===== src/rtl/sar_pkg.sv =====
// Shared types and default parameter values for the SAR conversion sequencer.
package sar_pkg;

    // Sequencer phases: idle, sample/clear window, per-bit set+settle steps, result strobe.
    typedef enum logic [1:0] {
        IDLE   = 2'd0,
        SAMPLE = 2'd1,
        STEP   = 2'd2,
        DONE   = 2'd3
    } sar_state_e;

    localparam int SAR_DEF_RES    = 10;
    localparam int SAR_DEF_SAMPLE = 4;
    localparam int SAR_DEF_SETTLE = 3;

endpackage


===== src/rtl/sar_step_timer.sv =====
// Loadable down-counter with a last-cycle flag. Loading N gives a window of N+1 cycles;
// o_last is high in the final cycle of the window. Shared by the sample and settle windows.
module sar_step_timer
    import sar_pkg::*;
#(
    parameter int W = 2
) (
    input  logic         i_clk,
    input  logic         i_rst,
    input  logic         i_load,
    input  logic [W-1:0] i_load_val,
    output logic         o_last
);

    logic [W-1:0] r_cnt;

    // Count down from the loaded value and park at zero until the next load.
    // NOTE: sequential state uses non-blocking assignments so every flop samples pre-edge values.
    always_ff @(posedge i_clk) begin
        if (i_rst) begin
            r_cnt <= '0;
        end else if (i_load) begin
            r_cnt <= i_load_val;
        end else if (r_cnt != '0) begin
            r_cnt <= r_cnt - W'(1);
        end
    end

    assign o_last = (r_cnt == '0);

endmodule


===== src/rtl/sar_seq_ctrl.sv =====
// Synchronous sequencer for an asynchronous SAR register: clears it, walks one-hot active-low
// set pulses from the MSB line down to line 0, then captures the code. A shadow code built from
// the synchronised comparator is compared against the register at capture.
// Every output is a flop loaded from next-state decode, so outputs line up with the state and
// reach the asynchronous register glitch-free.
module sar_seq_ctrl
    import sar_pkg::*;
#(
    parameter int ADC_RESOLUTION = SAR_DEF_RES,
    parameter int SAMPLE_CYCLES  = SAR_DEF_SAMPLE,
    parameter int SETTLE_CYCLES  = SAR_DEF_SETTLE
) (
    input  logic                      i_clk,
    input  logic                      i_rst,
    input  logic                      i_start,
    input  logic                      i_comp,
    input  logic [ADC_RESOLUTION-1:0] i_a2d,
    output logic [ADC_RESOLUTION:0]   o_setn,
    output logic                      o_rstn,
    output logic                      o_sample,
    output logic                      o_busy,
    output logic                      o_valid,
    output logic [ADC_RESOLUTION-1:0] o_data,
    output logic                      o_mismatch
);

    localparam int RES = ADC_RESOLUTION;
    localparam int KW  = $clog2(RES + 1);
    localparam int SW  = (SAMPLE_CYCLES > 1) ? $clog2(SAMPLE_CYCLES) : 1;
    localparam int DW  = $clog2(SETTLE_CYCLES + 1);
    localparam int TW  = (SW > DW) ? SW : DW;

    // The settle window must cover the two-flop comparator synchroniser.
    if (SETTLE_CYCLES < 3) begin : g_bad_settle
        $error("sar_seq_ctrl: SETTLE_CYCLES must be >= 3");
    end
    if (SAMPLE_CYCLES < 1) begin : g_bad_sample
        $error("sar_seq_ctrl: SAMPLE_CYCLES must be >= 1");
    end

    sar_state_e      r_state;
    sar_state_e      w_state_next;
    logic [KW-1:0]   r_k;
    logic [KW-1:0]   w_k_next;
    logic            w_tmr_load;
    logic [TW-1:0]   w_tmr_val;
    logic            w_tmr_last;
    logic            w_shadow_we;
    logic            w_pulse;
    logic            r_sync1;
    logic            r_sync2;
    logic [RES-1:0]  r_shadow;
    logic [RES:0]    r_setn;
    logic            r_rstn;
    logic            r_sample;
    logic            r_busy;
    logic            r_valid;
    logic [RES-1:0]  r_data;
    logic            r_mismatch;

    sar_step_timer #(
        .W (TW)
    ) u_timer (
        .i_clk      (i_clk),
        .i_rst      (i_rst),
        .i_load     (w_tmr_load),
        .i_load_val (w_tmr_val),
        .o_last     (w_tmr_last)
    );

    // Next-state, step-index and timer-load decode.
    // NOTE: every signal gets a default before the case so no path leaves it unassigned (no latches).
    always_comb begin
        w_state_next = r_state;
        w_k_next     = r_k;
        w_tmr_load   = 1'b0;
        w_tmr_val    = '0;
        w_shadow_we  = 1'b0;
        case (r_state)
            IDLE: begin
                if (i_start) begin
                    w_state_next = SAMPLE;
                    w_tmr_load   = 1'b1;
                    w_tmr_val    = TW'(SAMPLE_CYCLES - 1);
                end
            end
            SAMPLE: begin
                if (w_tmr_last) begin
                    w_state_next = STEP;
                    w_k_next     = KW'(RES);
                    w_tmr_load   = 1'b1;
                    w_tmr_val    = TW'(SETTLE_CYCLES);
                end
            end
            STEP: begin
                if (w_tmr_last) begin
                    if (r_k == '0) begin
                        w_state_next = DONE;
                    end else begin
                        w_shadow_we = 1'b1;
                        w_k_next    = r_k - KW'(1);
                        w_tmr_load  = 1'b1;
                        w_tmr_val   = TW'(SETTLE_CYCLES);
                    end
                end
            end
            DONE: begin
                if (i_start) begin
                    w_state_next = SAMPLE;
                    w_tmr_load   = 1'b1;
                    w_tmr_val    = TW'(SAMPLE_CYCLES - 1);
                end else begin
                    w_state_next = IDLE;
                end
            end
            default: begin
                w_state_next = IDLE;
            end
        endcase
    end

    // A timer load that lands in STEP marks the first cycle of a step: the set-pulse cycle.
    assign w_pulse = w_tmr_load && (w_state_next == STEP);

    // State and step-index register.
    always_ff @(posedge i_clk) begin
        if (i_rst) begin
            r_state <= IDLE;
            r_k     <= '0;
        end else begin
            r_state <= w_state_next;
            r_k     <= w_k_next;
        end
    end

    // Two-flop synchroniser for the asynchronous comparator output.
    always_ff @(posedge i_clk) begin
        if (i_rst) begin
            r_sync1 <= 1'b0;
            r_sync2 <= 1'b0;
        end else begin
            r_sync1 <= i_comp;
            r_sync2 <= r_sync1;
        end
    end

    // Shadow code: cleared while sampling, bit k-1 taken on the last settle cycle of step k.
    always_ff @(posedge i_clk) begin
        if (i_rst) begin
            r_shadow <= '0;
        end else if (r_state == SAMPLE) begin
            r_shadow <= '0;
        end else if (w_shadow_we) begin
            for (int i = 0; i < RES; i++) begin
                if (r_k == KW'(i + 1)) begin
                    r_shadow[i] <= r_sync2;
                end
            end
        end
    end

    // Output flops, loaded from the decode of the state being entered.
    always_ff @(posedge i_clk) begin
        if (i_rst) begin
            r_setn     <= '1;
            r_rstn     <= 1'b1;
            r_sample   <= 1'b0;
            r_busy     <= 1'b0;
            r_valid    <= 1'b0;
            r_data     <= '0;
            r_mismatch <= 1'b0;
        end else begin
            for (int i = 0; i <= RES; i++) begin
                r_setn[i] <= !(w_pulse && (w_k_next == KW'(i)));
            end
            r_rstn   <= (w_state_next != SAMPLE);
            r_sample <= (w_state_next == SAMPLE);
            r_busy   <= (w_state_next == SAMPLE) || (w_state_next == STEP);
            r_valid  <= (w_state_next == DONE);
            if (w_state_next == DONE) begin
                r_data     <= i_a2d;
                r_mismatch <= (i_a2d != r_shadow);
            end
        end
    end

    assign o_setn     = r_setn;
    assign o_rstn     = r_rstn;
    assign o_sample   = r_sample;
    assign o_busy     = r_busy;
    assign o_valid    = r_valid;
    assign o_data     = r_data;
    assign o_mismatch = r_mismatch;

endmodule

===== config.mk =====
export PLATFORM = sky130hd
export DESIGN_NAME = sar_seq_ctrl
export DESIGN_NICKNAME = d
export VERILOG_FILES = /design/src/rtl/sar_pkg.sv /design/src/rtl/sar_step_timer.sv /design/src/rtl/sar_seq_ctrl.sv
export SDC_FILE = /design/constraint.sdc
export NUM_CORES = 1
export LEC_CHECK = 0
export BUFFER_PORTS_ARGS = -buffer_cell sky130_fd_sc_hd__buf_2
export CAP_MARGIN = 20
export CORE_ASPECT_RATIO = 2
export CORE_UTILIZATION = 25
export CTS_BUF_LIST = sky130_fd_sc_hd__clkbuf_8
export DETAILED_ROUTE_END_ITERATION = 12
export PLACE_DENSITY = 0.5
export SLEW_MARGIN = 5
export SYNTH_ARGS = -nofsm -noshare
export SYNTH_HDL_FRONTEND = slang
export SYNTH_SLANG_ARGS = --single-unit

===== constraint.sdc =====
create_clock -name i_clk -period 5.8 [get_ports i_clk]
set_clock_uncertainty 0.1 [all_clocks]
set_input_delay 0.58 -clock i_clk [delete_from_list [all_inputs] [get_ports i_clk]]
set_output_delay 0.58 -clock i_clk [all_outputs]
set_load 0.005 [all_outputs]

==> results_dict.tcl, run 1 <==
set metrics [dict create \
    power_density_nw_per_um2 322 \
    synth_edf_count 0 \
    gp_congestion 0.802 \
    final_nets 291 \
    dp_cells 356 \
    synth.distinct_cells 46 \
    clkLatencyLatePin_ns 0.30 \
    root_buffer "clkbuf_8" \
    seq_area_frac_synth_pct 42.9 \
    min_period_ns 3.29 \
    slew_headroom_pct 53.2 \
    syn_area_per_cell_sq_um 9.25 \
    gr-usage-met2_pct 21.0 \
    wl_per_cell_um 13.2 \
    port_buffers 39 \
    ys.flop_type "dfxtp_1" \
    place_ws_ns 2.50 \
    cts_setup_buffers 0 \
    drc_errors 0 \
    worstPathMaxFanout 13 \
    hold_class "reg2reg" \
    antenna_left 0 \
    use_met3_pct 2.50 \
    grt_busiest_layer "met2" \
    htreeDepth 2 \
    arrival_ns 3.36 \
    setup.worst_path.start "r_k[0]" \
    cts_hold_buf 0 \
    ys_top_cells_by_area "dfxtp_1, ha_1, mux2i_1" \
    grt_overflow 0 \
    numCtsBuffers 5 \
    clock_path_buffers 2 \
    fin_crit_sh_pct 56.7 \
    cp-end-kind "register" \
    tns_ns 0 \
    grt_max_degree 27 \
    grt_pass1_wl_um 7930 \
    die_y_um 133 \
    vias_per_cell 4.59 \
    use_met1_pct 12.1 \
    slew_violations 0 \
    dp_hpwl_um 3570 \
    critPathLaunchType "register" \
    synth.largest_area_cell "dfxtp_1" \
    ys_ff_latch 46 \
    peakVddDrop_v 0.000116 \
    final_common_cell "dfxtp_1" \
    grt_util_all_layers_pct 11.8 \
    drtPass1Iterations 4 \
    status "completed" \
    synthCells 232 \
    synthArstFlopShare_pct 0 \
    core_sq_um 8290 \
    postCtsResizedCells 0 \
    holdCritStartpoint "r_sync1" \
    worst-setup-path-type "reg2reg" \
    n_fill_cell 872 \
    grt_pass1_vias 1632 \
    n_antenna_cell 0 \
    grt_antenna_before_repair 0 \
    netlist_area_sq_um 2150 \
    syn-num-nets 258 \
    hold_viol_final 0 \
    rsz0062_at_grt "false" \
    die-area_sq_um 8990 \
    pin_count 40 \
    final_critical_path_setup_slack_ns 2.51 \
    finalSetupViolations 0 \
    synth_top_area_share_pct 42.9 \
    fmax_mhz 304 \
    yosysWarningCount 0 \
    reg2reg_from "r_k[0]" \
    via_count 1672 \
    leakagePower_nw 0.990 \
    chipWidth_um 67.5 \
    clkTransAtPathRegs_ns 0.09 \
    final_cell_mix "dfxtp_1, buf_2, nor2_1" \
    worst_slew_pin_slew_ns 0.702 \
    drive_gt1_share_pct 21.1 \
    totalWireLength_um 4790 \
    cp.required_ns 5.87 \
    max_cap_violations 0 \
    fin_cells 364 \
    cts_num_sinks 46 \
    first_iter_violations 61 \
    cts_tree "yes" \
    num_rows 47 \
    syn_to_final_growth_pct 17.4 \
    start_util_pct 25.9 \
]
==> per-layer routing <==
layer,share of wire (%),vias to the layer above
met4,2.6,0
met2,55,32
met5,0,-
met1,39,765
met3,3.7,7
li1,-,868
==> through the flow <==
stage | area (sq um) | hold slack (ns) | total power [W] | utilization (%)
6_report | 2520 | 0.342 | 0.000813 | 30.4
5_1_grt | 2520 | 0.365 | 0.000866 | 30.4
4_1_cts | 2520 | 0.348 | 0.000828 | 30.4
3_5_place_dp | 2410 | 0.326 | 0.000586 | 29.1
3_3_place_gp | 2410 | 0.325 | 0.000585 | 29.1
2_1_floorplan | 2150 | 0.314 | 0.000530 | -
==> path summary, 6_finish.rpt <==
path / slack, ns / to / cells after the start
worst min-delay path: 0.34 / r_sync2 / 1
worst max register to register: 2.51 / o_mismatch / 10
worst min register to register: 0.34 / r_sync2 / 1
worst max-delay path: 2.51 / o_mismatch / 10
==> registers in the layout (all words and copies together) (netlist names) <==
signal,flops
r_shadow,10
r_sync1,1
o_valid,1
o_sample,1
o_data,10
r_sync2,1
o_rstn,1
o_mismatch,1
r_k,4
r_state,2
u_timer.r_cnt,2
o_setn,11
o_busy,1
==> cell families (layout without fill, tap and decap cells) <==
kind of cell               count (synthesis)  after routing  share of synthesized area [%]
adders and majority gates                 12             12                           6.99
xor gates and xnor gates                  11             11                           4.49
buffers and inverters                     29             63                           5.24
AOI/OAI and AO/OA                         34             34                           11.7
DFF                                       46             46                           42.9
muxes                                     14             14                           6.58
and+or+nand+nor                           86             86                           22.1
==> Yosys cell counts (2+ instances only) <==
| cell type | instances |
|---|---|
| a21oi_1 | 10 |
| a31oi_1 | 2 |
| and4b_1 | 3 |
| buf_1 | 2 |
| buf_2 | 3 |
| clkbuf_1 | 8 |
| dfxtp_1 | 46 |
| ha_1 | 12 |
| inv_1 | 16 |
| mux2i_1 | 13 |
| nand2_1 | 18 |
| nand3_1 | 8 |
| nand4_1 | 10 |
| nand4b_1 | 3 |
| nor2_1 | 23 |
| nor2b_1 | 6 |
| nor3_1 | 2 |
| nor4_1 | 3 |
| o21a_1 | 2 |
| o21ai_0 | 5 |
| or2_2 | 3 |
| xnor2_1 | 10 |
==> cell type report <==
cell class / count / area [sq um] / area share, %
Tap cell: 98 / 123 / 4.86
Sequential cell: 46 / 921 / 36.5
Inverter: 16 / 60.1 / 2.38
Clock inverter: 3 / 40.0 / 1.59
Clock buffer: 5 / 68.8 / 2.73
Timing Repair Buffer: 39 / 195 / 7.74
Multi-Input combinational cell: 157 / 1110 / 44.2
==> report_power, final <==
group / internal, W / total (W) / leakage [nW] / switching, W
logic: 0.0000921 / 0.000221 / 0.558 / 0.000129
registers: 0.000342 / 0.000356 / 0.374 / 0.0000143
clock network: 0.000127 / 0.000235 / 0.0579 / 0.000108
==> worst max-delay path, cell delays in order, from the launching register on <==
cell	delay (ns)
dfxtp_1	0.39
inv_1	0.11
ha_1	0.36
or3b_1	0.54
o31a_1	0.29
o211a_1	0.24
inv_1	0.09
ha_1	0.60
nand4_1	0.15
nor3_1	0.21
nor3_1	0.06
No activity file was read; power rests on OpenSTA's default activity.
==> run 2: changes to the inputs <==
--- a/config.mk
+++ b/config.mk
@@ -11,7 +11,7 @@
 export CORE_UTILIZATION = 25
 export CTS_BUF_LIST = sky130_fd_sc_hd__clkbuf_8
 export DETAILED_ROUTE_END_ITERATION = 12
-export PLACE_DENSITY = 0.5
+export PLACE_DENSITY = 0.52
 export SLEW_MARGIN = 5
 export SYNTH_ARGS = -nofsm -noshare
 export SYNTH_HDL_FRONTEND = slang
==> constraint.sdc (replaced) <==
create_clock -name i_clk -period 2.9 [get_ports i_clk]
set_clock_uncertainty 0.1 [all_clocks]
set_input_delay 0.29 -clock i_clk [delete_from_list [all_inputs] [get_ports i_clk]]
set_output_delay 0.29 -clock i_clk [all_outputs]
set_load 0.005 [all_outputs]
==> results_dict.tcl, run 2 (synthesis results as in run 1) <==
set metrics [dict create \
    cts_num_sinks 46 \
    hold_viol_final 0 \
    cts_hold_buf 0 \
    critical-path-max-stage-delay_ns 0.49 \
    grt_max_degree 27 \
    chipWidth_um 67.5 \
    cp.required_ns 2.96 \
    fin_cells 373 \
    cpMostUsedCell "ha_1" \
    antenna_left 0 \
    status "completed" \
    totalWireLength_um 5250 \
    max_cap_violations 0 \
    root_buffer "clkbuf_8" \
    die-area_sq_um 8990 \
    drc_errors 0 \
    cp-end-kind "register" \
    htreeDepth 2 \
    n_antenna_cell 0 \
    pin_count 40 \
    vias_per_cell 4.65 \
    num_rows 47 \
    finalPower_w 0.00158 \
    path_delay_family "simple AND/OR/NAND/NOR gates" \
    finalSetupViolations 0 \
    drtPass1Iterations 4 \
    clkLatencyLatePin_ns 0.31 \
    arrival_ns 2.81 \
    final_nets 300 \
    clock_path_buffers 2 \
    grt_pass1_wl_um 8250 \
    first_iter_violations 42 \
    largest_register_ffs 11 \
    start_util_pct 25.9 \
    worst_slew_pin_slew_ns 0.662 \
    grt_pass1_vias 1710 \
    numCtsBuffers 5 \
    crit_chain "inv_1 > ha_1 > nor2b_4 > o21ai_0 > o211a_1 > ha_1 > or3b_2 > nor4b_4 > buf_4 > nand4b_1" \
    hold_class "in2reg" \
    final_cell_mix "dfxtp_1, buf_2, nor2_1" \
    wl_per_cell_um 14.1 \
    core_sq_um 8290 \
    fmax_mhz 364 \
    final_common_cell "dfxtp_1" \
    drive_gt1_share_pct 23.3 \
    tns_ns 0 \
    syn_to_final_growth_pct 19.5 \
    via_count 1733 \
    port_buffers 39 \
    min_period_ns 2.75 \
    leakagePower_nw 1.03 \
    power_density_nw_per_um2 616 \
    utilization_pct 30.9 \
    slew_headroom_pct 55.9 \
    critPathLaunchType "register" \
    timing.critical_path.slowest_stage_cell "or3b_2" \
    slew_violations 0 \
    clkTransAtPathRegs_ns 0.08 \
    die_y_um 133 \
    dp_hpwl_um 4000 \
    dp_cells 364 \
    cp_num_buf_inv 2 \
    grt_overflow 0 \
    fin_crit_sh_pct 94.7 \
    worst-setup-path-type "reg2reg" \
    cts_setup_buffers 0 \
    dpl-instance-area_sq_um 2470 \
    grt_antenna_before_repair 0 \
    postCtsResizedCells 0 \
    grt_util_all_layers_pct 12.7 \
    worstPathMaxFanout 7 \
    rsz0062_at_grt "false" \
    fin_area_sq_um 2570 \
    cts_tree "yes" \
    gp_congestion 0.752 \
    peakVddDrop_v 0.000312 \
]
[run 2: cell types whose count changed in the layout (fill, tap and decap cells not counted), sizes merged]
cell	before	now
buf	39	48
bufinv	1	0
inv	16	17
[run 2: layer usage]
metal / track usage [%] / part of all wire (%) / wire [um]
met1: 11.6 / 36 / 1870
met2: 24.4 / 60 / 3140
met3: 2.33 / 2.3 / 120
met4: 6.38 / 2.3 / 120
met5: 0 / 0 / 0
[run 2: worst paths after layout]
kind / startpoint / endpoint / slack, ns / cells past startpoint
max: r_state[1] / o_setn[10] / 0.15 / 10
min reg2reg: r_sync1 / r_sync2 / 0.34 / 1
max reg2reg: r_state[1] / o_setn[10] / 0.15 / 10
min: i_comp / r_sync1 / 0.09 / 2
[run 2: cell type report]
| type | count | area (sq um) |
|---|---|---|
| Clock buffer | 5 | 68.8 |
| Clock inverter | 3 | 17.5 |
| Fill cell | 891 | 5730 |
| Inverter | 16 | 60.1 |
| Multi-Input combinational cell | 157 | 1110 |
| Sequential cell | 46 | 921 |
| Tap cell | 98 | 123 |
| Timing Repair Buffer | 48 | 263 |
[run 2: stage by stage]
stage | hold WS (ns) | worst slack (ns)
5_1_grt | 0.0905 | 0.0358
3_5_place_dp | 0.327 | 0.157
4_1_cts | 0.0745 | 0.141
2_1_floorplan | 0.262 | 0.0869
6_report | 0.0860 | 0.153
3_3_place_gp | 0.320 | 0.277
[run 2: power by group]
part | switching (W) | leakage [nW] | total [W] | internal, W
registers | 0.0000280 | 0.374 | 0.000711 | 0.000683
logic | 0.000276 | 0.605 | 0.000476 | 0.000200
clock network | 0.000226 | 0.0493 | 0.000393 | 0.000167
total | 0.000529 | 1.03 | 0.00158 | 0.00105
[run 2: worst register-to-register path: stages, from the launching register on]
cell	delay (ns)
dfxtp_1	0.39
inv_1	0.10
ha_1	0.29
nor2b_4	0.17
o21ai_0	0.16
o211a_1	0.21
ha_1	0.15
or3b_2	0.49
nor4b_4	0.26
buf_4	0.18
nand4b_1	0.11
